===== src/rtl/max7219_apb_ctrl_if.sv =====
// APB3 bus bundle between a CPU-side master and the MAX7219 controller.
// Ports: psel/penable/pwrite/paddr/pwdata from the master; prdata/pready/pslverr back.
// No clock inside: the bus is sampled by the slave's own clk.
interface max7219_apb_ctrl_if #(
  parameter int unsigned ADDR_W = 16
);
  logic              psel;
  logic              penable;
  logic              pwrite;
  logic [ADDR_W-1:0] paddr;
  logic [31:0]       pwdata;
  logic [31:0]       prdata;
  logic              pready;
  logic              pslverr;

  modport master (
    output psel, penable, pwrite, paddr, pwdata,
    input  prdata, pready, pslverr
  );

  modport slave (
    input  psel, penable, pwrite, paddr, pwdata,
    output prdata, pready, pslverr
  );
endinterface


===== src/rtl/max7219_apb_ctrl.sv =====
// APB slave feeding a MAX7219 driver: holds the displayed value, optional binary->BCD
// (double-dabble, data_vector updates 29 cycles after the write; raw/error 1 cycle).
// Zero-wait APB (pready=1). Ports: clk, reset_n, apb (slave), clkdiv tick, data_vector.
module max7219_apb_ctrl #(
  parameter int unsigned ADDR_W    = 16,
  parameter logic [15:0] DIV_RESET = 16'd99,
  parameter logic        BCD_RESET = 1'b0
) (
  input  logic                     clk,
  input  logic                     reset_n,
  max7219_apb_ctrl_if.slave        apb,
  output logic                     clkdiv,
  output logic [31:0]              data_vector
);

  localparam logic [31:0] BCD_MAX = 32'd99_999_999;
  localparam logic [31:0] ERR_PAT = 32'hEEEE_EEEE;

  typedef enum logic [1:0] {
    ST_IDLE  = 2'd0,
    ST_SHIFT = 2'd1,
    ST_DONE  = 2'd2
  } state_t;

  // ---------------------------------------------------------------------------
  // APB decode
  // ---------------------------------------------------------------------------
  logic [ADDR_W-1:0] paddr_w;
  logic              unused_paddr_hi;
  logic [1:0]        ofs;
  logic              acc;
  logic              misaligned;
  logic              wr_ok;
  logic              wr_data;
  logic              wr_ctrl;
  logic              wr_div;
  logic              upd_trig;
  logic [31:0]       rd_dat;

  assign paddr_w         = apb.paddr;
  assign unused_paddr_hi = ^paddr_w[ADDR_W-1:4];
  assign ofs             = paddr_w[3:2];
  assign acc             = apb.psel & apb.penable;
  assign misaligned      = |paddr_w[1:0];
  assign wr_ok           = acc & apb.pwrite & ~misaligned;
  assign wr_data         = wr_ok & (ofs == 2'd0);
  assign wr_ctrl         = wr_ok & (ofs == 2'd1);
  assign wr_div          = wr_ok & (ofs == 2'd2);
  assign upd_trig        = wr_data | wr_ctrl;

  // Architectural registers
  logic [31:0] data_q;
  logic        bcd_en_q;
  logic [15:0] div_q;
  logic [15:0] cnt_q;
  logic        clkdiv_q;
  logic [31:0] prdata_q;
  logic        pslverr_q;
  // Set on the write edge so the engine acts on the already-updated DATA/CTRL
  logic        start_q;

  // Conversion engine state
  state_t      state_q, state_d;
  logic [58:0] shreg_q, shreg_d;   // {bcd[31:0], bin[26:0]}
  logic [4:0]  bitcnt_q, bitcnt_d;
  logic        busy_q, busy_d;
  logic [31:0] dv_q, dv_d;

  always_comb begin
    rd_dat = 32'd0;
    case (ofs)
      2'd0: rd_dat = data_q;
      2'd1: rd_dat = {31'd0, bcd_en_q};
      2'd2: rd_dat = {16'd0, div_q};
      2'd3: rd_dat = {31'd0, busy_q};
      default: rd_dat = 32'd0;
    endcase
  end

  always_ff @(posedge clk or negedge reset_n) begin
    if (!reset_n) begin
      data_q    <= 32'd0;
      bcd_en_q  <= BCD_RESET;
      div_q     <= DIV_RESET;
      cnt_q     <= DIV_RESET;
      clkdiv_q  <= 1'b0;
      prdata_q  <= 32'd0;
      pslverr_q <= 1'b0;
      start_q   <= 1'b0;
    end else begin
      start_q <= upd_trig;

      if (acc) begin
        prdata_q  <= (apb.pwrite | misaligned) ? 32'd0 : rd_dat;
        pslverr_q <= misaligned;
      end

      if (wr_data) data_q   <= apb.pwdata;
      if (wr_ctrl) bcd_en_q <= apb.pwdata[0];
      if (wr_div)  div_q    <= apb.pwdata[15:0];

      // A DIV write restarts the tick period immediately from the new value
      if (wr_div) begin
        cnt_q    <= apb.pwdata[15:0];
        clkdiv_q <= 1'b0;
      end else if (cnt_q == 16'd0) begin
        cnt_q    <= div_q;
        clkdiv_q <= 1'b1;
      end else begin
        cnt_q    <= cnt_q - 16'd1;
        clkdiv_q <= 1'b0;
      end
    end
  end

  // ---------------------------------------------------------------------------
  // Double-dabble step: adjust every BCD nibble >= 5 by +3, then shift left.
  // ---------------------------------------------------------------------------
  function automatic logic [58:0] dd_step(input logic [58:0] s);
    logic [58:0] t;
    t = s;
    for (int i = 0; i < 8; i++) begin
      if (t[27 + 4*i +: 4] >= 4'd5) begin
        t[27 + 4*i +: 4] = t[27 + 4*i +: 4] + 4'd3;
      end
    end
    return {t[57:0], 1'b0};
  endfunction

  always_ff @(posedge clk or negedge reset_n) begin
    if (!reset_n) begin
      state_q  <= ST_IDLE;
      shreg_q  <= 59'd0;
      bitcnt_q <= 5'd0;
      busy_q   <= 1'b0;
      dv_q     <= 32'd0;
    end else begin
      state_q  <= state_d;
      shreg_q  <= shreg_d;
      bitcnt_q <= bitcnt_d;
      busy_q   <= busy_d;
      dv_q     <= dv_d;
    end
  end

  // A pending start has priority over whatever the engine is doing, which is how
  // a new write aborts a running conversion. dv only changes on a start (raw or
  // error pattern) or in DONE, so no partial result is ever visible.
  always_comb begin
    state_d  = state_q;
    shreg_d  = shreg_q;
    bitcnt_d = bitcnt_q;
    busy_d   = busy_q;
    dv_d     = dv_q;

    if (start_q) begin
      if (!bcd_en_q) begin
        dv_d    = data_q;
        busy_d  = 1'b0;
        state_d = ST_IDLE;
      end else if (data_q > BCD_MAX) begin
        dv_d    = ERR_PAT;
        busy_d  = 1'b0;
        state_d = ST_IDLE;
      end else begin
        shreg_d  = {32'd0, data_q[26:0]};
        bitcnt_d = 5'd27;
        busy_d   = 1'b1;
        state_d  = ST_SHIFT;
      end
    end else begin
      case (state_q)
        ST_SHIFT: begin
          shreg_d  = dd_step(shreg_q);
          bitcnt_d = bitcnt_q - 5'd1;
          if (bitcnt_q == 5'd1) state_d = ST_DONE;
        end
        ST_DONE: begin
          dv_d    = shreg_q[58:27];
          busy_d  = 1'b0;
          state_d = ST_IDLE;
        end
        default: state_d = ST_IDLE;
      endcase
    end
  end

  assign apb.prdata  = prdata_q;
  assign apb.pready  = 1'b1;
  assign apb.pslverr = pslverr_q;
  assign clkdiv      = clkdiv_q;
  assign data_vector = dv_q;

endmodule


===== src/flat_wrapper.sv =====
// flat-port wrapper written by rule: the top's interface ports become plain ports
module max7219_apb_ctrl_flat 
#(
  parameter int unsigned ADDR_W    = 16,
  parameter logic [15:0] DIV_RESET = 16'd99,
  parameter logic        BCD_RESET = 1'b0
)
  (clk, reset_n, clkdiv, data_vector, apb_psel, apb_penable, apb_pwrite, apb_paddr, apb_pwdata, apb_prdata, apb_pready, apb_pslverr);
  max7219_apb_ctrl_if #(.ADDR_W(ADDR_W)) apb_i ();
  input  logic clk;
  input  logic reset_n;
  output logic clkdiv;
  output logic [31:0] data_vector;
  input wire logic [$bits(apb_i.psel)-1:0] apb_psel;
  input wire logic [$bits(apb_i.penable)-1:0] apb_penable;
  input wire logic [$bits(apb_i.pwrite)-1:0] apb_pwrite;
  input wire logic [$bits(apb_i.paddr)-1:0] apb_paddr;
  input wire logic [$bits(apb_i.pwdata)-1:0] apb_pwdata;
  output wire logic [$bits(apb_i.prdata)-1:0] apb_prdata;
  output wire logic [$bits(apb_i.pready)-1:0] apb_pready;
  output wire logic [$bits(apb_i.pslverr)-1:0] apb_pslverr;
  assign apb_i.psel = apb_psel;
  assign apb_i.penable = apb_penable;
  assign apb_i.pwrite = apb_pwrite;
  assign apb_i.paddr = apb_paddr;
  assign apb_i.pwdata = apb_pwdata;
  assign apb_prdata = apb_i.prdata;
  assign apb_pready = apb_i.pready;
  assign apb_pslverr = apb_i.pslverr;
  max7219_apb_ctrl #(.ADDR_W(ADDR_W), .DIV_RESET(DIV_RESET), .BCD_RESET(BCD_RESET)) u_core (.clk(clk), .reset_n(reset_n), .apb(apb_i), .clkdiv(clkdiv), .data_vector(data_vector));
endmodule

===== config.mk =====
export PLATFORM = sky130hd
export DESIGN_NAME = max7219_apb_ctrl_flat
export DESIGN_NICKNAME = d
export VERILOG_FILES = /design/src/rtl/max7219_apb_ctrl_if.sv /design/src/rtl/max7219_apb_ctrl.sv /design/src/flat_wrapper.sv
export SDC_FILE = /design/constraint.sdc
export NUM_CORES = 1
export LEC_CHECK = 0
export ABC_AREA = 1
export CORE_MARGIN = 2
export CORE_UTILIZATION = 56
export CTS_BUF_LIST = sky130_fd_sc_hd__clkbuf_16
export CTS_CLUSTER_DIAMETER = 80
export DETAILED_ROUTE_END_ITERATION = 6
export PLACE_DENSITY = 0.8
export SETUP_SLACK_MARGIN = 0.2
export SKIP_LAST_GASP = 1
export SYNTH_ARGS = -nofsm -noshare
export SYNTH_HDL_FRONTEND = slang
export SYNTH_SLANG_ARGS = --single-unit

===== constraint.sdc =====
create_clock -name clk -period 3.7 [get_ports clk]
set_input_delay 0.925 -clock clk [delete_from_list [all_inputs] [get_ports clk]]
set_output_delay 0.925 -clock clk [all_outputs]
set_load 0.1 [all_outputs]

==> flow_summary.ini, run 1 <==
[clock_network]
postCtsSetupBuffers = 0
cts.sinks = 199
cts_root_buffer = clkbuf_16
cts_max_level = 4
cts.repair.resized = 0
cts.path.max_buffers = 2
cts_hold_buffers = 0
cts_tree = built
clock_latency_ns = 0.44
cts_buffers = 17
cts.clk_slew.worst_paths_ns = 0.08

[critical_path]
critPathKind = reg -> out
path_cells = clkdlybuf4s50_1
crit_buf_inv = 1
required_ns = 2.77
r2r_slack_ns = 1.34
cpMaxStageDelayCell = clkdlybuf4s50_1
crit_family = buffers and inverters
rr_worst_depth = 8
arrival_ns = 1.98
r2r_start = u_core.start_q
endpoint_kind = primary output
rr_endpoint = u_core.shreg_q[26]
max_stage_delay_ns = 1.15
crit_path_start_kind = register
critPathMaxFanout = 2

[detailed_routing]
vias_per_cell = 5.56
drtIter0Drc = 769
vias = 8827
routed_wl_mm = 25.2
wl_per_cell_um = 15.9
firstDrtPassIters = 5
ant_nets = 0
drcViolationCount = 0

[run]
maxCapViolCount = 0

[floorplan]
rows = 48
io-pin-count = 120
die_w_um = 137
fp.dieArea_um2 = 18600
initial_core_util_pct = 57.1
die_y_um = 137
core_area_um2 = 17200

[grt]
gr-usage-met2_pct = 47.3
met3_usage_pct = 4.56
overflow = 0
grt_pass1_wl_mm = 42.1
grtUsageMet1_pct = 38.8
grt_max_degree = 86
antenna_found_initial = 0
grt_pass1_vias = 8553
gr-max-usage-layer = met2
grt_usage_pct = 28.6

[timing]
slew_violations = 0
final_hold_viol_count = 0
period_share_pct = 78.5
slew_headroom_pct = 34.0
setup-violations-final = 0
worstMarginPinSlew_ns = 0.988
fin_skew_ns = 0.00905
final.setup.tns_ns = 0
rsz0062_at_grt = no
fmax_mhz = 344
fin_ws_ns = 0.795
finalCriticalPeriod_ns = 2.90

[pwr]
p_switching_mw = 1.59
ir_drop_mv = 0.335
p_clk_share_pct = 35.3
p_int_mw = 3.58
p_sw_share_pct = 30.7
power.density_nw_per_um2 = 442
p_seq_share_pct = 49.3
p_leak_nw = 5.84
share_comb_of_total_power_pct = 15.4

[place]
place_ws_ns = 0.721
dp_hpwl_mm = 17.2
numPortBuffers = 106
place_congestion = 0.888
placed_area_um2 = 11100

[logic_synthesis]
synth_area_um2 = 9840
syn_inst = 1268
ys_types = 31
seq_area_frac_synth_pct = 50.7
avgSynthCellArea_um2 = 7.76
yosys_register_bits = 199
syn_nets = 1341
yosysWarnings = 0

[finish]
area_delta_synth_final_pct = 18.9
final_cell_mix = nand2_1 (416), dfrtp_1 (190), nand3_1 (132), inv_1 (109), o21ai_0 (105)
design_area_um2 = 11700
n_antenna_cell = 0
final_common_cell = nand2_1
utilization_pct = 67.8
final_layout_size_suffix_gt1_share_pct = 5.58
final_nets = 1423

[worst_hold_path]
whs_path_depth = 2
hold_path_class = reg -> reg
hold-path-endpoint = u_core.data_vector[14]
min-delay-start = u_core.data_vector[14]

[outcome]
outcome = completed
## registers in the layout, indices dropped and copies added (netlist names)
signal / count
u_core.data_q: 32
u_core.busy_q: 1
u_core.start_q: 1
u_core.bcd_en_q: 1
u_core.data_vector: 32
u_core.apb.pslverr: 1
u_core.shreg_q: 59
u_core.cnt_q: 16
u_core.apb.prdata: 32
u_core.bitcnt_q: 5
u_core.state_q: 2
u_core.div_q: 16
u_core.clkdiv: 1
## cell families (layout without fill, tap and decap cells)
group | count (synthesis) | after routing | synth area share, %
buf+inv | 174 | 269 | 6.93
flops | 199 | 199 | 50.7
other cells | 1 | 1 | 0.0381
xor+xnor | 12 | 12 | 1.07
fa+ha+maj | 20 | 20 | 2.54
compound gates | 180 | 180 | 10.1
simple gates | 682 | 682 | 28.6
## cells in the mapped netlist
| cell type | number | share of area, % |
|---|---|---|
| nand4_1 | 9 | 0.57 |
| nor3_2 | 1 | 0.10 |
| dfrtp_1 | 191 | 49 |
| inv_2 | 2 | 0.076 |
| o31ai_1 | 1 | 0.076 |
| nand3_2 | 1 | 0.10 |
| clkbuf_1 | 44 | 1.7 |
| a22oi_1 | 4 | 0.31 |
| and2_1 | 1 | 0.064 |
| o221ai_1 | 2 | 0.18 |
| xnor2_1 | 2 | 0.18 |
| nor2_2 | 2 | 0.13 |
| inv_1 | 109 | 4.2 |
| o211ai_1 | 23 | 1.8 |
| nand2_1 | 416 | 16 |
| conb_1 | 1 | 0.038 |
| nor2_1 | 86 | 3.3 |
| nor3_1 | 30 | 1.5 |
| xor2_1 | 10 | 0.89 |
| nand2_2 | 2 | 0.13 |
| ha_1 | 20 | 2.5 |
| o21ai_0 | 105 | 5.3 |
| nand3_1 | 133 | 6.8 |
| a21oi_1 | 35 | 1.8 |
| nand3b_1 | 1 | 0.076 |
| buf_1 | 2 | 0.076 |
| dfstp_2 | 8 | 2.1 |
| o22ai_1 | 9 | 0.57 |
| buf_2 | 14 | 0.71 |
| o21ai_1 | 1 | 0.051 |
| buf_4 | 3 | 0.23 |
## tightest hold or removal path, stage by stage (launching register included)
cell	delay (ns)
dfrtp_1	0.35
nand2_1	0.05
nand2_1	0.04
## power by group through the flow
| stage | logic [mW] | clock network, mW | registers (mW) |
|---|---|---|---|
| after detailed placement | 0.790 | 0 | 2.58 |
| after global routing | 0.892 | 1.94 | 2.57 |
| after CTS | 0.798 | 1.85 | 2.54 |
| after floorplan | 0.396 | 0 | 2.68 |
| after global placement | 0.768 | 0 | 2.58 |
| final | 0.797 | 1.83 | 2.55 |
## area by class of cell
| cell class | count | area, um^2 |
|---|---|---|
| sequential | 199 | 4990 |
| clock buffer | 17 | 425 |
| inverter | 111 | 417 |
| tap | 225 | 282 |
| multi-input combinational | 895 | 4180 |
| clock inverter | 15 | 144 |
| timing repair buffer | 126 | 1250 |
| fill | 1426 | 5550 |
## how the worst max path moves through the flow
stage	to	slack, ns	cells after the start	start
2_1_floorplan	u_core.div_q[11]	1.66	7	apb_psel
4_1_cts	apb_prdata[3]	0.78	1	u_core.apb.prdata[3]
6_report	apb_prdata[25]	0.80	1	u_core.apb.prdata[25]
5_1_grt	apb_prdata[3]	0.75	1	u_core.apb.prdata[3]
3_3_place_gp	u_core.cnt_q[2]	0.77	9	apb_psel
3_5_place_dp	u_core.cnt_q[6]	0.72	10	apb_psel
## per-layer routing
metal  vias to the layer above  wire, um
met2                       292     12300
met1                      4229     11000
met5                         -         0
met3                        51      1330
met4                         0       603
li1                       4255         -
## metrics by stage
stage	total power, mW	instances	hold slack, ns
floorplan	3.08	1268	0.459
global placement	3.35	1556	0.454
detailed placement	3.37	1556	0.459
CTS	5.19	1588	0.477
global route	5.40	1588	0.497
finish	5.17	1588	0.474
Note: power is estimated with default switching activity, not from simulation.
==> inputs of run 2 (changes only) <==
CORE_UTILIZATION = 51   (was 56)
PLACE_DENSITY = 0.77   (was 0.8)
clock period = 2.4 ns   (was 3.7 ns; I/O delays follow)
==> run 2 against run 1 <==
Net effect: worst hold slack got worse by 0.35 ns; design area about the same; clock-buffer cell count stayed put; register-to-register slack worse by 0.95 ns; via count up 0.25%; largest cell class unchanged; sequential share of layout area barely moved; critical path type is now reg -> reg; sequential cell count unchanged; global-route usage shrank 2.6 points; highest routed layer unchanged; critical endpoint is now u_core.data_vector[30]; clock power is 46% higher; combinational power increased by 52%; die area up 9.5%.
==> flow_summary.ini, run 2 (synthesis gave the netlist of run 1 again) <==
[timing]
rsz0062_at_grt = no
period_share_pct = 83.9
slew_violations = 0
finalCriticalPeriod_ns = 2.01
fin_skew_ns = 0.00880
slew_headroom_pct = 51.4
worstMarginPinSlew_ns = 0.730
setup-violations-final = 0
final_hold_viol_count = 0
fmax_mhz = 497
fin_ws_ns = 0.387

[finish]
final_cell_mix = nand2_1 (416), dfrtp_1 (190), nand3_1 (132), inv_1 (111), o21ai_0 (105)
largest_reg_flops = 59
n_antenna_cell = 0
final_layout_size_suffix_gt1_share_pct = 10.6
final_common_cell = nand2_1
design_area_um2 = 11700
regMostFlops = u_core.shreg_q
area_delta_synth_final_pct = 18.8
final_nets = 1435

[floorplan]
core_area_um2 = 18800
initial_core_util_pct = 52.2
rows = 50
die_w_um = 143
die_y_um = 143
io-pin-count = 120
fp.dieArea_um2 = 20400

[critical_path]
critPathKind = reg -> reg
required_ns = 2.77
r2r_slack_ns = 0.39
arrival_ns = 2.39
endpoint_kind = register
rr_worst_depth = 9
critPathMaxFanout = 61
crit_path_start_kind = register

[place]
numPortBuffers = 106
place_ws_ns = -0.00410
place_congestion = 0.881
dp_hpwl_mm = 17.6
placed_area_um2 = 11100

[clock_network]
cts.path.max_buffers = 2
clock_latency_ns = 0.44
cts.sinks = 199
cts_tree = built
cts_root_buffer = clkbuf_16
cts_max_level = 4
cts_hold_buffers = 0
postCtsSetupBuffers = 0
cts.clk_slew.worst_paths_ns = 0.07
cts_buffers = 17

[detailed_routing]
firstDrtPassIters = 5
vias_per_cell = 5.41
vias = 8849
ant_nets = 0
wl_per_cell_um = 15.4
drcViolationCount = 0
routed_wl_mm = 25.2
drtIter0Drc = 808

[run]
maxCapViolCount = 0

[grt]
grt_usage_pct = 26.1
antenna_found_initial = 0
grt_pass1_vias = 8312
overflow = 0
grt_max_degree = 67
grt_pass1_wl_mm = 42.1

[pwr]
ir_drop_mv = 0.497
p_switching_mw = 2.33
p_int_mw = 5.48
p_seq_share_pct = 50.2
p_leak_nw = 6.02
power.density_nw_per_um2 = 669
share_comb_of_total_power_pct = 15.5
p_sw_share_pct = 29.8
p_clk_share_pct = 34.3

[outcome]
outcome = completed

[worst_hold_path]
hold_path_class = in -> async
## run 2: changes by cell type in the layout (fill, tap and decap cells not counted)
| cell | previous run | this run |
|---|---|---|
| clkdlybuf4s50_1 | 101 | 39 |
| inv_1 | 109 | 111 |
| nor2_1 | 86 | 85 |
| nor2_2 | 1 | 2 |
| buf_4 | 20 | 91 |
| buf_12 | 4 | 7 |
| inv_8 | 1 | 0 |
| clkinv_1 | 0 | 3 |
| inv_6 | 4 | 0 |
## run 2: metal layers
layer | track usage (%) | routed length (um)
met1 | 36.0 | 11200
met5 | 0 | 0
met2 | 41.9 | 12000
met4 | 9.17 | 709
met3 | 4.33 | 1250
## run 2: worst max-delay path, cell delays in order, from the launching register on
cell and delay, ns:
dfrtp_2 0.38, buf_4 0.27, nand2_1 0.13, nor3_2 0.25, nand3_2 0.19, buf_12 0.25
nand2_1 0.13, buf_4 0.20, nand2_1 0.07, nand2_1 0.06
## run 2: metrics by stage
stage / cells / TNS, ns / total power, mW / util (%) / hold slack (ns)
final: 1635 / 0 / 7.81 / 62.0 / 0.128
after global routing: 1635 / 0 / 8.19 / 62.0 / 0.142
after CTS: 1635 / 0 / 7.85 / 62.0 / 0.130
after detailed placement: 1603 / -0.00410 / 5.19 / 59.1 / 0.460
after global placement: 1603 / 0 / 5.16 / 59.1 / 0.457
after floorplan: 1268 / 0 / 4.74 / - / 0.304
## run 2: final cells by class
type                    count  area [um^2]
flip-flops and latches    199         4990
clock buffers              17          425
well taps                 260          325
inverters                 111          417
fillers                  1629         7150
multi-input cells         895         4180
repair buffers            138         1230
clock inverters            15          116
## run 2: repair_timing
action                                  CTS  global route
hold endpoints to repair                  0             0
endpoints found under the setup margin    0             5
resized for setup                         0             1
## run 2: path summary, 6_finish.rpt
kind / startpoint / endpoint
min reg2reg: u_core.data_vector[5] / u_core.data_vector[5]
max in group asynchronous: reset_n / u_core.bitcnt_q[3]
min in group clk: u_core.data_vector[5] / u_core.data_vector[5]
max: u_core.start_q / u_core.data_vector[30]
min: reset_n / u_core.apb.prdata[26]
max reg2reg: u_core.start_q / u_core.data_vector[30]
## run 2: power groups by stage
stage | Combinational [mW] | Sequential [mW] | Clock (mW)
4_1_cts | 1.22 | 3.92 | 2.71
2_1_floorplan | 0.610 | 4.13 | 0
5_1_grt | 1.37 | 3.95 | 2.86
3_3_place_gp | 1.19 | 3.97 | 0
6_report | 1.21 | 3.92 | 2.68
3_5_place_dp | 1.21 | 3.97 | 0
